File: config.mk
export PLATFORM = sky130hd
export DESIGN_NAME = reg_rename_file
export DESIGN_NICKNAME = d
export VERILOG_FILES = /design/src/rtl/reg_rename_file.sv
export SDC_FILE = /design/constraint.sdc
export NUM_CORES = 2
export LEC_CHECK = 0
export ABC_AREA = 1
export CAP_MARGIN = 25
export CORE_ASPECT_RATIO = 0.9
export CORE_MARGIN = 3
export CORE_UTILIZATION = 45
export DETAILED_ROUTE_END_ITERATION = 7
export PLACE_DENSITY_LB_ADDON = 0.1
export REMOVE_ABC_BUFFERS = 1
export SKIP_CTS_REPAIR_TIMING = 1
export SLEW_MARGIN = 10
export SYNTH_ARGS = -nofsm -noshare
export SYNTH_HDL_FRONTEND = slang
export SYNTH_SLANG_ARGS = --single-unit
File: constraint.sdc
create_clock -name clk -period 2.6 [get_ports clk]
set_clock_uncertainty 0.2 [all_clocks]
set_input_delay 0.52 -clock clk [delete_from_list [all_inputs] [get_ports clk]]
set_output_delay 0.52 -clock clk [all_outputs]
set_load 0.005 [all_outputs]
File: src/rtl/reg_rename_file.sv
// Architectural register file with per-register ROB-tag aliasing; reads are combinational with a commit bypass.
// Rename and commit update state on the rising edge. There is no backpressure: every input is accepted each cycle.
module reg_rename_file #(
  parameter int TAG_WIDTH = 4,
  parameter int REG_COUNT = 32
) (
  input  logic                 clk,
  input  logic                 rst,
  input  logic                 read_en_1,
  input  logic [4:0]           read_addr_1,
  output logic                 read_is_ref_1,
  output logic [31:0]          read_data_1,
  input  logic                 read_en_2,
  input  logic [4:0]           read_addr_2,
  output logic                 read_is_ref_2,
  output logic [31:0]          read_data_2,
  input  logic                 rename_en,
  input  logic [4:0]           rename_addr,
  input  logic [TAG_WIDTH-1:0] rename_tag,
  input  logic                 commit_en,
  input  logic [4:0]           commit_addr,
  input  logic [TAG_WIDTH-1:0] commit_tag,
  input  logic [31:0]          commit_data,
  input  logic                 flush
);

  logic [31:0]          r_value [REG_COUNT];
  logic [REG_COUNT-1:0] r_ref;
  logic [TAG_WIDTH-1:0] r_tag   [REG_COUNT];

  for (genvar g = 0; g < REG_COUNT; g++) begin : g_reg
    logic w_cmt_sel;
    logic w_ren_sel;
    assign w_cmt_sel = commit_en && (commit_addr == 5'(g)) && (g != 0);
    assign w_ren_sel = rename_en && (rename_addr == 5'(g)) && (g != 0);

    // ref priority: flush > rename > matching commit clears > hold
    always_ff @(posedge clk or negedge rst) begin
      if (!rst) begin
        r_value[g] <= '0;
        r_ref[g]   <= 1'b0;
        r_tag[g]   <= '0;
      end else begin
        if (w_cmt_sel) begin
          r_value[g] <= commit_data;
        end
        if (flush) begin
          r_ref[g] <= 1'b0;
        end else if (w_ren_sel) begin
          r_ref[g] <= 1'b1;
          r_tag[g] <= rename_tag;
        end else if (w_cmt_sel && r_ref[g] && (r_tag[g] == commit_tag)) begin
          r_ref[g] <= 1'b0;
        end
      end
    end
  end

  logic        w_rd_en     [2];
  logic [4:0]  w_rd_addr   [2];
  logic        w_rd_is_ref [2];
  logic [31:0] w_rd_data   [2];

  assign w_rd_en[0]   = read_en_1;
  assign w_rd_addr[0] = read_addr_1;
  assign w_rd_en[1]   = read_en_2;
  assign w_rd_addr[1] = read_addr_2;

  for (genvar p = 0; p < 2; p++) begin : g_port
    always_comb begin
      w_rd_is_ref[p] = 1'b0;
      w_rd_data[p]   = '0;
      if (w_rd_en[p] && (w_rd_addr[p] != 5'd0)) begin
        // A retiring producer forwards its result before the ref bit clears
        if (commit_en && (commit_addr == w_rd_addr[p]) && r_ref[w_rd_addr[p]] &&
            (r_tag[w_rd_addr[p]] == commit_tag)) begin
          w_rd_data[p] = commit_data;
        end else if (r_ref[w_rd_addr[p]]) begin
          w_rd_is_ref[p] = 1'b1;
          w_rd_data[p]   = 32'(r_tag[w_rd_addr[p]]);
        end else begin
          w_rd_data[p] = r_value[w_rd_addr[p]];
        end
      end
    end
  end

  assign read_is_ref_1 = w_rd_is_ref[0];
  assign read_data_1   = w_rd_data[0];
  assign read_is_ref_2 = w_rd_is_ref[1];
  assign read_data_2   = w_rd_data[1];

endmodule

== Word-level counts from Yosys, hierarchy flattened ==
Cells that the tools add are included.
Word-level totals
  flip-flop bits (word level): 1147
  latch bits: 0
  bits in writable memories: 0
  ROM bits: 0
  input bits: 67
  output and inout port bits: 66
  word-level logic and storage cells: 514
  memories kept: 0
Operators by class
  add/sub/neg operators: 0
  $mul: 0
  div/mod/pow operators: 0
  order comparisons: 4
  eq/ne operators: 97
  shift operators: 0
  multiplexer cells: 121
  bitwise operators: 3
  reductions and logical operators: 196
Operator list (number)
  $bmux W32 S5: 2
  $mux W32: 10
  $eq A5 B5 Y1 const B: 32
  $eq A4 B4 Y1: 33
  $logic_and A1 B1 Y1: 132
  $mux W1: 101
  $reduce_bool A3 Y1: 31
  $eq A5 B4 Y1 const B: 16
  $reduce_and A2 Y1: 31
  $bmux W4 S5: 2
  $eq A5 B3 Y1 const B: 8
  $eq A5 B2 Y1 const B: 4
  $mux W4: 4
  $ge A6 B6 Y1 const B: 2
  $lt A5 B6 Y1 const B: 2
  $not A5 Y6: 2
  $bmux W1 S5: 2
  $eq A5 B1 Y1 const B: 2
  $eq A5 B5 Y1: 2
  $reduce_bool A5 Y1: 2
  $not A1 Y1: 1

== Longest topological paths before layout ==
  depth in word-level cells: 8
  gate-level depth with buffers: 19
  mapped depth without buffers: 15

== Worst setup path after synthesis ==
No wires, ideal clock.
  kind: input-to-output
  from: input read_addr_1[0]
  to: output read_data_1[13]
  data arrival time: 2175 ps
  required time: 1880 ps
  setup slack: -295 ps
  stages: 16
  path buffers: 5
  cells stage by stage: buf_4 -> buf_4 -> buf_4 -> o211ai_1 -> nand3_1 -> nand3_1 -> nand3_1 -> nand3_1 -> nand2_1 -> nor2_1 -> nand2_1 -> buf_4 -> buf_6 -> nand2_1 -> nand2_1 -> nor2_1
Between the ends
  longest elaborated chain between the ends: 8
  elaborated cells on any way between the ends: 19
  classes of those cells: 2 x eq/ne; 11 x mux; 1 x bitwise; 5 x reduce/logical
Ends and longest elaborated chain
  start: declaration: RTL line 10  | input logic [4:0] read_addr_1,
  $not A5 Y6 (implied by the code): RTL line 76, 82
  $bmux W4 S5: RTL line 76  | (r_tag[w_rd_addr[p]] == commit_tag)) begin
  $mux W4 (implied by the code) (2 in a row): RTL line 76
  $eq A4 B4 Y1: RTL line 76
  $logic_and A1 B1 Y1: RTL line 75  | if (commit_en && (commit_addr == w_rd_addr[p]) && r_ref[w_rd_addr[p]] &&
  $mux W32: RTL line 75
  $mux W32 (*): RTL line 73  | if (w_rd_en[p] && (w_rd_addr[p] != 5'd0)) begin
  end: declaration: RTL line 12  | output logic [31:0] read_data_1,
Every way passes the cells marked *; elsewhere a longest branch is shown, timed or not. The select of a mux whose other input is x is not followed.

== Final worst setup path ==
  from: register r_tag[91] (netlist bit)
  to: output read_data_2[1]
Between the ends
  longest elaborated chain between the ends: 7
Ends and longest elaborated chain
  start: declaration: RTL line 29  | logic [TAG_WIDTH-1:0] r_tag [REG_COUNT];
  start signal: indexed assignment: RTL line 51  | r_tag[g] <= rename_tag;
  $bmux W4 S5: RTL line 76
  $mux W4 (implied by the code) (2 in a row): RTL line 76
  $eq A4 B4 Y1: RTL line 76
  $logic_and A1 B1 Y1: RTL line 75
  $mux W32: RTL line 75
  $mux W32: RTL line 73
  end: declaration: RTL line 16  | output logic [31:0] read_data_2,
Every way passes these cells. The select of a mux whose other input is x is not followed.

==> metrics.md <==
| Metric | Value |
|---|---|
| Post-route setup slack | `-1.56 ns` |
| Number of synthesized flops with an enable pin | `0` |
| Synth warn | `0` |
| Post-DRT Antenna Nets | `0` |
| Critical path fanouts, max | `8` |
| Clock slew at reported path FFs | `0.06 ns` |
| Commonest non-fill, non-tap cells in the layout | `o21ai_0 (2193), nand2_1 (2145), dfrtp_1 (1145)` |
| Cell depth of the worst flop-to-flop path | `6` |
| GRT Max-Usage Layer | `met2` |
| Switch Pwr | `17800 µW` |
| PwrDens | `676 nW/µm²` |
| Via count | `70079` |
| Congestion Overflow GR | `0` |
| Seq/Total Area, Yosys | `43.5%` |
| RSZ-0062 raised after global routing | `yes` |
| R2R setup slack | `0.85 ns` |
| Via density | `5.96` |
| Startpoint Class | `flip-flop` |
| P_int | `38200 µW` |
| Met3 Use GR | `7.59%` |
| Arrival time at the worst endpoint | `3.44 ns` |
| Longest Clk Path Bufs | `3` |
| Final period utilization | `160%` |
| Worst skew pair latency | `0.80 ns` |
| Rel. slew slack | `47.2%` |
| Power Total | `56000 µW` |
| DRT Pass-1 Iters | `8` |
| Most common cell after layout, fill and taps aside | `o21ai_0` |
| DP Wirelength | `183000 µm` |
| Clock share of power | `35.6%` |
| H-tree Lvls | `4` |
| Ys flop type | `dfrtp_1` |
| Root Buffer | `clkbuf_16` |
| Area Overhead vs Synth | `25.6%` |
| DRC viols | `0` |
| Initial antenna violation count | `8` |
| Final hold viol count | `0` |
| Num rows | `132` |
| Syn Area/Cell | `7.14 µm²` |
| Worst hold slack | `0.0628 ns` |
| CTS tree | `done` |
| Failing checks | `setup timing` |
| Sequential share of power | `41.3%` |
| Maxcap violations | `0` |
| Nets | `9774` |
| Worst slew pin tran | `0.792 ns` |
| Initial core utilization | `45.6%` |
| CTS Buf Count | `133` |
| Net Sw Frac | `31.8%` |
| Crit path time final | `4.16 ns` |
| Peak Freq | `241 MHz` |
| IO Pins | `133` |
| Synth cell types | `45` |
| Port bufs | `132` |
| Ys async rst share | `100%` |
| Share of layout cells above drive strength 1 | `17.0%` |
| Met2 Usage GRT | `55.5%` |
| DR WL/cell | `24.5 µm` |
| 1st-iter DRT viols | `9822` |
| Worst Path Required | `1.88 ns` |
| Status | `complete, but fails checks` |
| First-pass GRT wire length | `423000 µm` |
| Die H | `369 µm` |
| Worst IR drop on VDD | `0.000726 V` |
| Reg-to-reg endpoint | `r_ref[21]` |
| Filler cell count | `13614` |
| Fin. max-slew vios | `0` |
| DIE AREA | `151000 µm²` |
| Cell count after synthesis | `9233` |
| Clock sink total | `1147` |
| CP Capture Type | `output port` |
| Final WL | `289000 µm` |
| Vias in the first global route | `64902` |
| Yosys reg bits | `1147` |
| Lkg Pwr | `0.0384 µW` |
| Crit Path Category | `flip-flop to output port` |
| Global Route met1 Usage | `51.2%` |
| Combinational Power Share | `23.1%` |
| GRT Overall Usage | `36.8%` |
| Hold crit path type | `input port to asynchronous set/reset pin` |
| Final setup viols | `66` |
| Core area | `145000 µm²` |
| R2R Path Start | `r_tag[40]` |
| Mapped cell area | `65900 µm²` |
| Die width | `409 µm` |
| RePlAce Congestion | `1.03` |
| Largest net degree at the start of global routing | `84` |
worst max-delay path: stages, from the launching register on:
cell and delay [ns]:
dfrtp_1 0.37, inv_2 0.05, a21oi_2 0.10, o21ai_1 0.07
nand3_1 0.14, nand3_2 0.14, nand3_4 0.13, nand2_2 0.07
nand2_2 0.08, nand2_4 0.05, nor2_4 0.23, buf_4 0.24
clkbuf_16 0.20, nand3_1 0.08, nand2_1 0.06, nor2_1 0.05
buf_4 0.14, clkdlybuf4s50_1 0.44
layer usage:
layer  part of all wire, %  up-vias  wire, µm
met3                    11      732     31000
met4                   4.7        6     13700
met5                 0.015        -        42
li1                      -    31852         -
met1                    41    33463    119000
met2                    43     4026    125000
area by class of cell:
type                    count  area (µm²)  share of cell area [%]
well taps                1943        2430                    2.94
repair buffers           1198       12200                    14.8
inverters                 533        2050                    2.48
clock buffers             191        3870                    4.67
flip-flops and latches   1147       28700                    34.7
clock inverters            45         663                   0.801
multi-input cells        6694       32800                    39.7
diodes                      3        7.51                 0.00907
power groups by stage:
stage / clock network [µW] / registers (µW) / logic (µW)
2_1_floorplan: 0 / 22900 / 6400
3_3_place_gp: 0 / 23200 / 12100
3_5_place_dp: 0 / 23300 / 12300
4_1_cts: 20200 / 23000 / 12400
5_1_grt: 20900 / 23500 / 14400
6_report: 19900 / 23100 / 12900
synthesized netlist by cell type (all sizes together) (35+ instances only):
cell type	instances	area, µm²
nand2	2226	8360
nand3	636	3210
o21ai	2224	11100
inv	529	1990
clkbuf	526	1980
xor2	35	307
nor2	449	1740
xnor2	79	692
dfrtp	1147	28700
o22ai	69	432
a21oi	662	3310
buf	333	1710
o211ai	185	1390
worst max-delay path by stage:
stage	cells after the start	slack [ns]	from	to
global placement	16	-1.63	read_addr_1[0]	read_data_1[29]
floorplan	13	-4.45	read_addr_1[1]	read_data_1[4]
CTS	15	-1.84	r_tag[64]	read_data_2[27]
global route	17	-1.66	r_ref[13]	read_data_2[1]
detailed placement	16	-1.61	read_addr_1[0]	read_data_1[29]
finish	17	-1.56	r_tag[91]	read_data_2[1]
registers in the layout, indices dropped and copies added (netlist names):
register  count
r_ref        31
r_value     992
r_tag       124
cells by family (layout without fill, tap and decap cells):
family | after synthesis | after routing | share of synthesized area (%)
AO/OA/AOI/OAI | 3211 | 3211 | 25.6
XOR/XNOR | 114 | 114 | 1.51
buffers and inverters | 1392 | 1967 | 8.63
flip-flops | 1147 | 1147 | 43.5
multiplexers | 1 | 1 | 0.0152
other | 0 | 3 | 0
AND/OR/NAND/NOR | 3368 | 3368 | 20.7
metrics by stage:
stage	instances	setup TNS [ns]	setup slack, ns	util, %	instance area [µm²]
floorplan	8374	-309.33	-4.45	-	62200
global placement	11439	-234.64	-1.63	52.7	76200
detailed placement	11439	-239.67	-1.61	52.7	76200
CTS	11675	-112.16	-1.84	55.8	80800
global route	11751	-88.64	-1.66	57.2	82800
finish	11754	-81.86	-1.56	57.2	82800
(Power assumes the default switching activity.)
